**src/rtl/pwm_dac_pkg.sv**
```systemverilog
// Shared definitions for the PWM DAC output stage.
//   SAMPLE_W   : sample and counter width
//   PERIOD_LEN : clocks per PWM period (counter runs 0..CNT_MAX)
//   state_e    : stage control states
package pwm_dac_pkg;

    localparam int SAMPLE_W   = 8;
    localparam int PERIOD_LEN = 255;
    localparam int CNT_MAX    = PERIOD_LEN - 1;

    typedef enum logic [1:0] {
        IDLE = 2'd0,
        RUN  = 2'd1,
        STOP = 2'd2
    } state_e;

endpackage

```
**src/rtl/pwm_dac_stage_if.sv**
```systemverilog
// Sample handshake between the waveform generator and the PWM DAC stage.
//   sample_in    : unsigned sample, 0 = 0 % duty, 255 = 100 % duty
//   sample_valid : sample_in is valid this cycle
//   sample_ready : stage can take a sample (accept on valid && ready)
//   amplitude    : 4-bit gain, present only when PWM_AMPLITUDE_EN is defined
// Modports: master = sample source, slave = PWM DAC stage.
interface pwm_dac_stage_if;
    import pwm_dac_pkg::*;

    logic [SAMPLE_W-1:0] sample_in;
    logic                sample_valid;
    logic                sample_ready;

`ifdef PWM_AMPLITUDE_EN
    logic [3:0]          amplitude;

    modport master (output sample_in, output sample_valid, output amplitude,
                    input  sample_ready);
    modport slave  (input  sample_in, input  sample_valid, input  amplitude,
                    output sample_ready);
`else
    modport master (output sample_in, output sample_valid,
                    input  sample_ready);
    modport slave  (input  sample_in, input  sample_valid,
                    output sample_ready);
`endif

endinterface

```
**src/rtl/pwm_period_counter.sv**
```systemverilog
// PWM period counter, 0..CNT_MAX with wrap back to 0.
//   clk, reset : clock and asynchronous active-high reset
//   clear      : force the counter to 0 at the next edge (wins over run)
//   run        : advance by one at the next edge; neither input = hold
//   cnt_next   : value the counter takes at the next edge
//   wrap       : counter currently at CNT_MAX (last cycle of a period)
module pwm_period_counter
    import pwm_dac_pkg::*;
(
    input  logic                clk,
    input  logic                reset,
    input  logic                clear,
    input  logic                run,
    output logic [SAMPLE_W-1:0] cnt_next,
    output logic                wrap
);

    localparam logic [SAMPLE_W-1:0] CNT_LAST = SAMPLE_W'(CNT_MAX);

    logic [SAMPLE_W-1:0] cnt_d;
    logic [SAMPLE_W-1:0] cnt_q;

    assign wrap     = (cnt_q == CNT_LAST);
    assign cnt_next = cnt_d;

    always_comb begin
        cnt_d = cnt_q;
        if (clear) begin
            cnt_d = '0;
        end else if (run) begin
            cnt_d = wrap ? '0 : cnt_q + SAMPLE_W'(1);
        end
    end

    always_ff @(posedge clk or posedge reset) begin
        if (reset) begin
            cnt_q <= '0;
        end else begin
            cnt_q <= cnt_d;
        end
    end

endmodule

```
**src/rtl/pwm_dac_stage.sv**
```systemverilog
// PWM DAC output stage. Buffers one sample ahead of the sample being
// rendered and renders each sample as the duty cycle of one 255-clock
// PWM period; pwm_out drives an external RC filter.
//   clk, reset   : clock and asynchronous active-high reset
//   enable       : run request, sampled every cycle
//   s_if         : sample handshake (slave side)
//   pwm_out      : registered PWM output
//   period_start : pulse in the first cycle of each rendered period
//   underrun     : pulse when a period starts with no new sample buffered
//   busy         : high while rendering (RUN or STOP)
// Optional feature macro: PWM_AMPLITUDE_EN adds a 4-bit amplitude scaler
// applied to samples as they are accepted.
module pwm_dac_stage
    import pwm_dac_pkg::*;
(
    input  logic            clk,
    input  logic            reset,
    input  logic            enable,
    pwm_dac_stage_if.slave  s_if,
    output logic            pwm_out,
    output logic            period_start,
    output logic            underrun,
    output logic            busy
);

    state_e              state_d, state_q;
    logic [SAMPLE_W-1:0] pending_d, pending_q;
    logic                pending_full_d, pending_full_q;
    logic [SAMPLE_W-1:0] active_d, active_q;
    logic                pwm_out_d, pwm_out_q;
    logic                period_start_d, period_start_q;
    logic                underrun_d, underrun_q;
    logic                busy_d, busy_q;

    logic                cnt_clear;
    logic                cnt_run;
    logic [SAMPLE_W-1:0] cnt_next;
    logic                cnt_wrap;
    logic                accept;
    logic                load;
    logic                wrap_load_ok;
    logic [SAMPLE_W-1:0] in_value;

`ifdef PWM_AMPLITUDE_EN
    // (sample * (amplitude + 1)) >> 4 in 12 bits; amplitude 15 is identity.
    function automatic logic [SAMPLE_W-1:0] scale_sample(
        input logic [SAMPLE_W-1:0] s,
        input logic [3:0]          amp
    );
        logic [11:0] prod;
        prod = 12'(s) * 12'({1'b0, amp} + 5'd1);
        return prod[11:4];
    endfunction

    assign in_value = scale_sample(s_if.sample_in, s_if.amplitude);
`else
    assign in_value = s_if.sample_in;
`endif

    // Ready comes from the flag flop only, never from sample_valid.
    assign s_if.sample_ready = ~pending_full_q;
    assign accept            = s_if.sample_valid & ~pending_full_q;

    pwm_period_counter u_counter (
        .clk      (clk),
        .reset    (reset),
        .clear    (cnt_clear),
        .run      (cnt_run),
        .cnt_next (cnt_next),
        .wrap     (cnt_wrap)
    );

    // Control: state transitions, counter commands and wrap-time load.
    always_comb begin
        state_d      = state_q;
        cnt_clear    = 1'b0;
        cnt_run      = 1'b0;
        load         = 1'b0;
        underrun_d   = 1'b0;
        // A STOP with enable back behaves as RUN, including the wrap load.
        wrap_load_ok = (state_q == RUN) || ((state_q == STOP) && enable);

        unique case (state_q)
            IDLE: begin
                cnt_clear = 1'b1;
                if (enable && pending_full_q) begin
                    load    = 1'b1;
                    state_d = RUN;
                end
            end
            RUN: begin
                cnt_run = 1'b1;
                if (!enable) begin
                    state_d = STOP;
                end
            end
            STOP: begin
                cnt_run = 1'b1;
                if (enable) begin
                    state_d = RUN;
                end else if (cnt_wrap) begin
                    state_d = IDLE;
                end
            end
            default: begin
                state_d = IDLE;
            end
        endcase

        // Load decision uses the pre-edge flag, so a sample accepted in the
        // wrap cycle itself still counts as an underrun.
        if (wrap_load_ok && cnt_wrap) begin
            if (pending_full_q) begin
                load = 1'b1;
            end else begin
                underrun_d = 1'b1;
            end
        end
    end

    // Buffer and active duty; accept and load are mutually exclusive since
    // accept needs the buffer empty and load needs it full.
    always_comb begin
        pending_d      = accept ? in_value : pending_q;
        pending_full_d = accept | (pending_full_q & ~load);
        active_d       = load ? pending_q : active_q;
    end

    // Outputs are computed from next-state values so the registered
    // outputs line up with the counter value of the same cycle.
    always_comb begin
        busy_d         = (state_d != IDLE);
        pwm_out_d      = busy_d && (cnt_next < active_d);
        period_start_d = busy_d && (cnt_next == '0)
                         && ((state_q == IDLE) || cnt_wrap);
    end

    always_ff @(posedge clk or posedge reset) begin
        if (reset) begin
            state_q        <= IDLE;
            pending_q      <= '0;
            pending_full_q <= 1'b0;
            active_q       <= '0;
            pwm_out_q      <= 1'b0;
            period_start_q <= 1'b0;
            underrun_q     <= 1'b0;
            busy_q         <= 1'b0;
        end else begin
            state_q        <= state_d;
            pending_q      <= pending_d;
            pending_full_q <= pending_full_d;
            active_q       <= active_d;
            pwm_out_q      <= pwm_out_d;
            period_start_q <= period_start_d;
            underrun_q     <= underrun_d;
            busy_q         <= busy_d;
        end
    end

    assign pwm_out      = pwm_out_q;
    assign period_start = period_start_q;
    assign underrun     = underrun_q;
    assign busy         = busy_q;

endmodule

```
**src/flat_wrapper.sv**
```systemverilog
// flat-port wrapper written by rule: the top's interface ports become plain ports
module pwm_dac_stage_flat import pwm_dac_pkg::*;
  (clk, reset, enable, pwm_out, period_start, underrun, busy, s_if_sample_in, s_if_sample_valid, s_if_sample_ready);
  pwm_dac_stage_if s_if_i ();
  input  logic clk;
  input  logic reset;
  input  logic enable;
  output logic pwm_out;
  output logic period_start;
  output logic underrun;
  output logic busy;
  input wire logic [$bits(s_if_i.sample_in)-1:0] s_if_sample_in;
  input wire logic [$bits(s_if_i.sample_valid)-1:0] s_if_sample_valid;
  output wire logic [$bits(s_if_i.sample_ready)-1:0] s_if_sample_ready;
  assign s_if_i.sample_in = s_if_sample_in;
  assign s_if_i.sample_valid = s_if_sample_valid;
  assign s_if_sample_ready = s_if_i.sample_ready;
  pwm_dac_stage u_core (.clk(clk), .reset(reset), .enable(enable), .s_if(s_if_i), .pwm_out(pwm_out), .period_start(period_start), .underrun(underrun), .busy(busy));
endmodule
```
**config.mk**
```make
export PLATFORM = sky130hd
export DESIGN_NAME = pwm_dac_stage_flat
export DESIGN_NICKNAME = d
export VERILOG_FILES = /design/src/rtl/pwm_dac_pkg.sv /design/src/rtl/pwm_dac_stage_if.sv /design/src/rtl/pwm_period_counter.sv /design/src/rtl/pwm_dac_stage.sv /design/src/flat_wrapper.sv
export SDC_FILE = /design/constraint.sdc
export NUM_CORES = 1
export LEC_CHECK = 0
export ABC_CLOCK_PERIOD_IN_PS = 2200
export BUFFER_PORTS_ARGS = -buffer_cell sky130_fd_sc_hd__buf_2
export CAP_MARGIN = 20
export CORE_ASPECT_RATIO = 1.75
export CORE_UTILIZATION = 35
export CTS_BUF_LIST = sky130_fd_sc_hd__clkbuf_16
export DETAILED_ROUTE_END_ITERATION = 12
export HOLD_SLACK_MARGIN = 0.02
export SLEW_MARGIN = 20
export SYNTH_ARGS = -nofsm -noshare
export SYNTH_HDL_FRONTEND = slang
export SYNTH_SLANG_ARGS = --single-unit
```
**constraint.sdc**
```tcl
create_clock -name clk -period 2.2 [get_ports clk]
set_input_delay 0.44 -clock clk [delete_from_list [all_inputs] [get_ports clk]]
set_output_delay 0.44 -clock clk [all_outputs]
set_load 0.05 [all_outputs]
```
==> key figures, run 1 <==
Outcome
  – Status: complete, but fails checks
  – Failing checks: setup timing

Yosys
  – Cell accounting for the most synthesized area: dfrtp_1
  – Syn_area_per_cell: 11.0 um^2
  – Top_reg_cell synth: dfrtp_1
  – Post-synth EDFFs: 0
  – Synthesized area: 0.00155 mm^2
  – Sequential-to-total area share from yosys stat: 50.1%
  – Synth top area cells: dfrtp_1 (50%), ha_1 (11%), mux2i_1 (5.8%)
  – Synth cell types: 29
  – Yosys reg bits: 31
  – Asr flop ratio synth: 100%
  – Top cell type's share of synthesized area: 50.1%
  – Post-Syn Instances: 141
  – Ys Warns: 0
  – Post-Synthesis Net Count: 166

Worst setup path
  – Worst R2R Path Depth: 12
  – Worst Path Required: 2.41 ns
  – CP arrival: 2.58 ns
  – Crit Path Category: reg2reg
  – Critical path startpoint category: flip-flop
  – Endpoint class of the critical path: flip-flop
  – Largest fanout on the critical path: 7

STA
  – Worst-Margin Slew: 0.396 ns
  – Unrepaired setup endpoints after global routing: yes
  – Fin. Hold Viols: 0
  – Clk_skew: 0.00558 ns
  – Final TNS setup: -0.168 ns
  – Fmax: 422 MHz
  – Worst setup margin: -0.168 ns
  – Max-slew violation count: 0
  – Min Tclk post-route: 2.37 ns
  – Relative slew slack: 73.6%
  – Hold_ws: 0.228 ns
  – Final setup viols: 1
  – Period utilisation layout: 108%

Clock network
  – CTS tree: built
  – Root Driver: clkbuf_16
  – Clock Sinks: 31
  – Clock Pin Slew Worst Setup and Hold Paths: 0.05 ns
  – Clock Path Buffers: 2
  – H-Tree Depth: 2
  – Cts bufs inserted: 5
  – Clock latency on the worst-skew pair: 0.28 ns
  – Hold Buf Count CTS: 0

Placed design
  – Placed Cells: 241
  – Setup Slack @ Placement: -0.319 ns
  – GP Congestion: 0.859
  – DP Wirelength: 2.80 mm
  – Buffers on Ports: 16
  – Dpl cell area: 0.00197 mm^2

Global route
  – Largest net degree at the start of global routing: 32
  – Initial antenna violation count: 0
  – Gr usage total: 19.3%
  – Global-route wire length before repair: 6.49 mm
  – Number of global-route vias before repair: 1425
  – Total global routing overflow: 0

Final layout
  – Final instance area: 0.00234 mm^2
  – Fillers: 361
  – # diodes: 0
  – Multi-input gate area: 855 um^2
  – Fin cells: 260
  – Fin nets: 235
  – Register Area: 776 um^2
  – Share of layout cells above drive strength 1: 50.7%
  – Final Util: 55.9%
  – Synthesis-to-layout area growth: 51.2%

Drt
  – Drt total wl: 3.88 mm
  – Via count: 1270
  – Antenna viol nets, final: 0
  – WL/cell: 14.9 um
  – First DRT Iteration DRCs: 14
  – DRC Markers: 0
  – Drt pass-1 iters: 4
  – Via/cell ratio: 4.88

Die
  – Die area: 0.00470 mm^2
  – Die span in x: 52.3 um
  – Row count: 31
  – Core area: 0.00419 mm^2
  – Io pins: 17
  – Initial Util: 36.9%
  – DIE HEIGHT: 90.0 um

Power and ir drop
  – Final Power: 3.38 mW
  – Peak supply drop: 0.913 mV
  – PD cells: 1440 mW/mm^2
  – Pleak: 1.14 nW

Run
  – Max Cap Viol: 0

Min path
  – HP Class: in2async
-- cells in the final DEF (no fill, tap or decap), drive strengths merged, types with 3 or more instances in the layout --
cell type | synthesis | final
buf | 1 | 65
dfrtp | 31 | 31
nor2 | 17 | 17
inv | 15 | 14
ha | 13 | 13
mux2i | 9 | 9
mux2 | 8 | 8
a21oi | 8 | 8
clkbuf | 2 | 5
nand4 | 5 | 5
nand3 | 5 | 5
xnor2 | 3 | 3
clkinv | 0 | 3
nand2 | 3 | 3
xor2 | 3 | 3
o21ai | 3 | 3
-- final cells by class --
class	instances	share of cell area, %
repair buffers	65	19.1
inverters	15	2.57
clock buffers	5	5.35
flip-flops and latches	31	33.2
clock inverters	3	0.642
well taps	49	2.62
multi-input cells	92	36.5
-- logic make-up after synthesis --
group | Yosys count | synth area share, %
and+or+nand+nor | 38 | 12.2
DFF | 31 | 50.1
AOI/OAI and AO/OA | 18 | 7.28
buffers and inverters | 18 | 4.85
muxes | 17 | 11.6
adders and majority gates | 13 | 10.5
xor gates and xnor gates | 6 | 3.40
-- flip-flops by register name, summed over array words and instances, names as in the netlist --
register,count
u_core.u_counter.cnt_q,8
u_core.state_q,2
u_core.pending_q,8
u_core.pwm_out,1
u_core.active_q,8
u_core.period_start,1
u_core.underrun,1
u_core.pending_full_q,1
u_core.busy,1
-- power breakdown --
group          switching (mW)  leakage [nW]  total [mW]  internal [mW]
registers               0.136         0.387       0.936          0.800
logic                   0.889         0.681        1.80          0.910
clock network           0.230        0.0733       0.641          0.411
total                    1.26          1.14        3.38           2.12
-- final timing paths --
path,from,end,slack [ns]
max in group asynchronous,reset,u_core.pending_q[3],1.67
min,reset,u_core.busy,0.23
min reg2reg,u_core.pending_q[0],u_core.pending_q[0],0.51
max,u_core.u_counter.cnt_q[0],u_core.pwm_out,-0.17
max reg2reg,u_core.u_counter.cnt_q[0],u_core.pwm_out,-0.17
min in group clk,s_if_sample_valid,u_core.pending_full_q,0.39
-- timing repair --
item	4_1_cts	5_1_grt
endpoints found under the setup margin	1	1
buffers inserted	7	4
pin swaps	7	6
resized for setup	21	8
-- metal layers --
layer	share of wire, %	routed length (um)	global-route usage, %
met5	0	0	0
met4	2.1	80	10.1
met3	3.0	115	5.58
met2	61	2360	34.8
met1	34	1320	18.4
-- cells in the mapped netlist (2+ instances only) --
master / n
a31oi_1: 2
nand3_1: 5
ha_1: 13
nor2b_1: 2
a21o_1: 2
xnor2_1: 3
nand4_1: 4
nor2_1: 17
o21ai_0: 2
nand2_1: 3
mux2i_1: 9
inv_1: 15
mux2_2: 8
dfrtp_1: 31
xor2_1: 3
clkbuf_1: 2
a21oi_1: 8
-- worst max-delay path: stages, from the launching register on --
cell and delay (ns):
dfrtp_1 0.38, inv_2 0.08, ha_4 0.12, nand3_2 0.07, o41ai_2 0.31, buf_4 0.23, mux2i_4 0.27, ha_4 0.23
a21o_1 0.18, a21oi_2 0.13, nor2_1 0.05, nor2_1 0.07, and4_1 0.17
No activity file was read; power rests on OpenSTA's default activity.
==> inputs of run 2 (changes only) <==
CORE_UTILIZATION = 30   (was 35)
==> run 2 against run 1 <==
The run still ends with setup timing left. Critical path type unchanged. Via count fell by 3.5%. Clock skew fell by 0.0011 ns. Highest routed layer unchanged. Sequential share of layout area rose by 0.39 points.
==> key figures, run 2 (same netlist as run 1, synthesis figures left out) <==
Outcome
  – Status: complete, but fails checks
  – Failing checks: setup timing

Worst setup path
  – Critical path startpoint category: flip-flop
  – Worst R2R Path Depth: 13 (+1)
  – R2r startpoint: u_core.state_q[0]
  – R2R Setup Slk: -0.16 ns (about the same)
  – Worst setup path start: u_core.state_q[0]
  – Crit Path Category: reg2reg
  – Worst R2R End: u_core.pwm_out
  – Worst Path Required: 2.40 ns (about the same)
  – Largest fanout on the critical path: 7 (unchanged)
  – Endpoint class of the critical path: flip-flop
  – CP arrival: 2.56 ns (-0.02 ns)

Global route
  – Total global routing overflow: 0 (unchanged)
  – Gr usage total: 14.2% (-5.1 points)
  – Initial antenna violation count: 0 (unchanged)
  – Global-route wire length before repair: 5.93 mm (-8.6%)
  – Number of global-route vias before repair: 1365 (-4.2%)
  – Largest net degree at the start of global routing: 32 (unchanged)

Die
  – Core area: 0.00498 mm^2 (+19%)
  – Row count: 34 (+9.7%)
  – Die area: 0.00546 mm^2 (+16%)
  – Die span in x: 56.3 um (+7.7%)
  – DIE HEIGHT: 97.0 um (+7.8%)
  – Io pins: 17 (unchanged)
  – Initial Util: 31.1% (-5.9 points)

Clock network
  – Clock Path Buffers: 2 (unchanged)
  – CTS tree: built
  – Clock Pin Slew Worst Setup and Hold Paths: 0.05 ns (about the same)
  – Clock Sinks: 31 (unchanged)
  – Cts bufs inserted: 5 (unchanged)
  – Root Driver: clkbuf_16
  – Clock latency on the worst-skew pair: 0.27 ns (about the same)
  – H-Tree Depth: 2 (unchanged)

Power and ir drop
  – Peak supply drop: 0.802 mV (-12%)
  – Switching share of power: 36.2% (-1.0 points)
  – Part of the power in registers: 28.5% (+0.8 points)
  – Final Power: 3.31 mW (-2.0%)
  – Clock power share: 18.7% (-0.3 points)
  – PD cells: 1430 mW/mm^2 (-0.83%)
  – Switching Power: 1.20 mW (-4.7%)
  – Internal power component: 2.11 mW (-0.43%)
  – Pleak: 1.13 nW (-1.2%)
  – Comb pwr share: 52.8% (-0.5 points)

STA
  – Hold_ws: 0.237 ns (+0.00915 ns)
  – Fin. Hold Viols: 0 (unchanged)
  – Clk_skew: 0.00451 ns (-0.00106 ns)
  – Max-slew violation count: 0 (unchanged)
  – Fmax: 423 MHz (+0.24%)
  – Period utilisation layout: 107% (-0.26 points)
  – Min Tclk post-route: 2.36 ns (-0.00578 ns)
  – Worst-Margin Slew: 0.447 ns (+0.0516 ns)
  – Worst setup margin: -0.162 ns (+0.00578 ns)
  – Final setup viols: 1 (unchanged)
  – Relative slew slack: 70.0% (-3.6 points)
  – Unrepaired setup endpoints after global routing: yes

Drt
  – DRC Markers: 0 (unchanged)
  – Drt pass-1 iters: 4 (unchanged)
  – WL/cell: 13.0 um (-13%)
  – First DRT Iteration DRCs: 17 (+3)
  – Via/cell ratio: 4.64 (-4.9%)
  – Drt total wl: 3.43 mm (-12%)
  – Antenna viol nets, final: 0 (unchanged)
  – Via count: 1226 (-3.5%)

Final layout
  – Share of layout cells above drive strength 1: 46.2% (-4.5 points)
  – Final Util: 46.5% (-9.4 points)
  – Synthesis-to-layout area growth: 49.4%
  – Fillers: 459 (+27%)
  – Fin nets: 234 (-0.43%)
  – # diodes: 0 (unchanged)
  – Commonest non-fill, non-tap cells in the layout: buf_4 (47), dfrtp_1 (31), buf_2 (16)
  – Largest registers: u_core.active_q (8), u_core.pending_q (8), u_core.u_counter.cnt_q (8)
  – Most common cell after layout, fill and taps aside: buf_4

Placed design
  – DP Wirelength: 2.52 mm (-10%)
  – GP Congestion: 0.781 (-9.1%)
  – Setup Slack @ Placement: -0.311 ns (+0.00835 ns)
  – Buffers on Ports: 16 (unchanged)

Run
  – Max Cap Viol: 0 (unchanged)

Min path
  – HP Class: in2async
run 2: changes by cell type in the layout (fill, tap and decap cells not counted), sizes merged:
cell,previous run,this run
inv,14,15
clkinv,3,2
buf,65,64
run 2: metrics by stage:
stage               TNS, ns  instances  cell area [um^2]
detailed placement   -0.311        245              1960
global placement     -0.209        245              1960
finish               -0.162        264              2310
floorplan            -0.178        141              1560
global route         -0.315        264              2310
CTS                  -0.181        260              2200
run 2: power by group through the flow:
stage	Combinational, mW	Clock (mW)	Sequential (mW)
after global routing	1.92	0.674	0.967
after detailed placement	1.41	0	0.913
after global placement	1.38	0	0.910
after CTS	1.58	0.636	0.913
after floorplan	0.738	0	0.999
final	1.75	0.620	0.943
run 2: per-layer routing:
metal	part of all wire, %	vias up	GRT usage (%)
li1	-	619	-
met5	0	-	0
met3	1.7	8	2.54
met1	36	583	13.9
met2	60	16	26.8
met4	2.6	0	7.88
run 2: worst max-delay path, cell delays in order (launching register included):
cell,delay [ns]
dfrtp_1,0.38
inv_2,0.05
buf_4,0.14
ha_4,0.26
buf_4,0.14
nand2_1,0.09
xor2_1,0.18
nor2_2,0.20
ha_4,0.24
a21o_1,0.18
a21oi_2,0.11
nor2_1,0.04
nor2_1,0.08
and4_1,0.20
run 2: final cells by class:
cell class                 count  area [um^2]  share of cell area [%]
clock inverter                 3         11.3                   0.487
tap                           54         67.6                    2.92
inverter                      15         60.1                    2.60
sequential                    31          776                    33.5
timing repair buffer          64          453                    19.6
multi-input combinational     92          820                    35.4
clock buffer                   5          125                    5.41
run 2: worst max-delay path by stage:
stage                      to  slack (ns)  depth (start not counted)
2_1_floorplan  u_core.pwm_out       -0.18                         12
3_3_place_gp   u_core.pwm_out       -0.21                         13
3_5_place_dp   u_core.pwm_out       -0.31                         12
4_1_cts        u_core.pwm_out       -0.18                         12
5_1_grt        u_core.pwm_out       -0.31                         12
6_report       u_core.pwm_out       -0.16                         13
run 2: what timing repair did:
action,CTS,global route
cloned,0,0
pin swaps,5,2
hold buffers,0,0
hold endpoints to repair,0,0
setup buffers,7,4
gates resized for setup,10,10
setup endpoints to repair,1,1
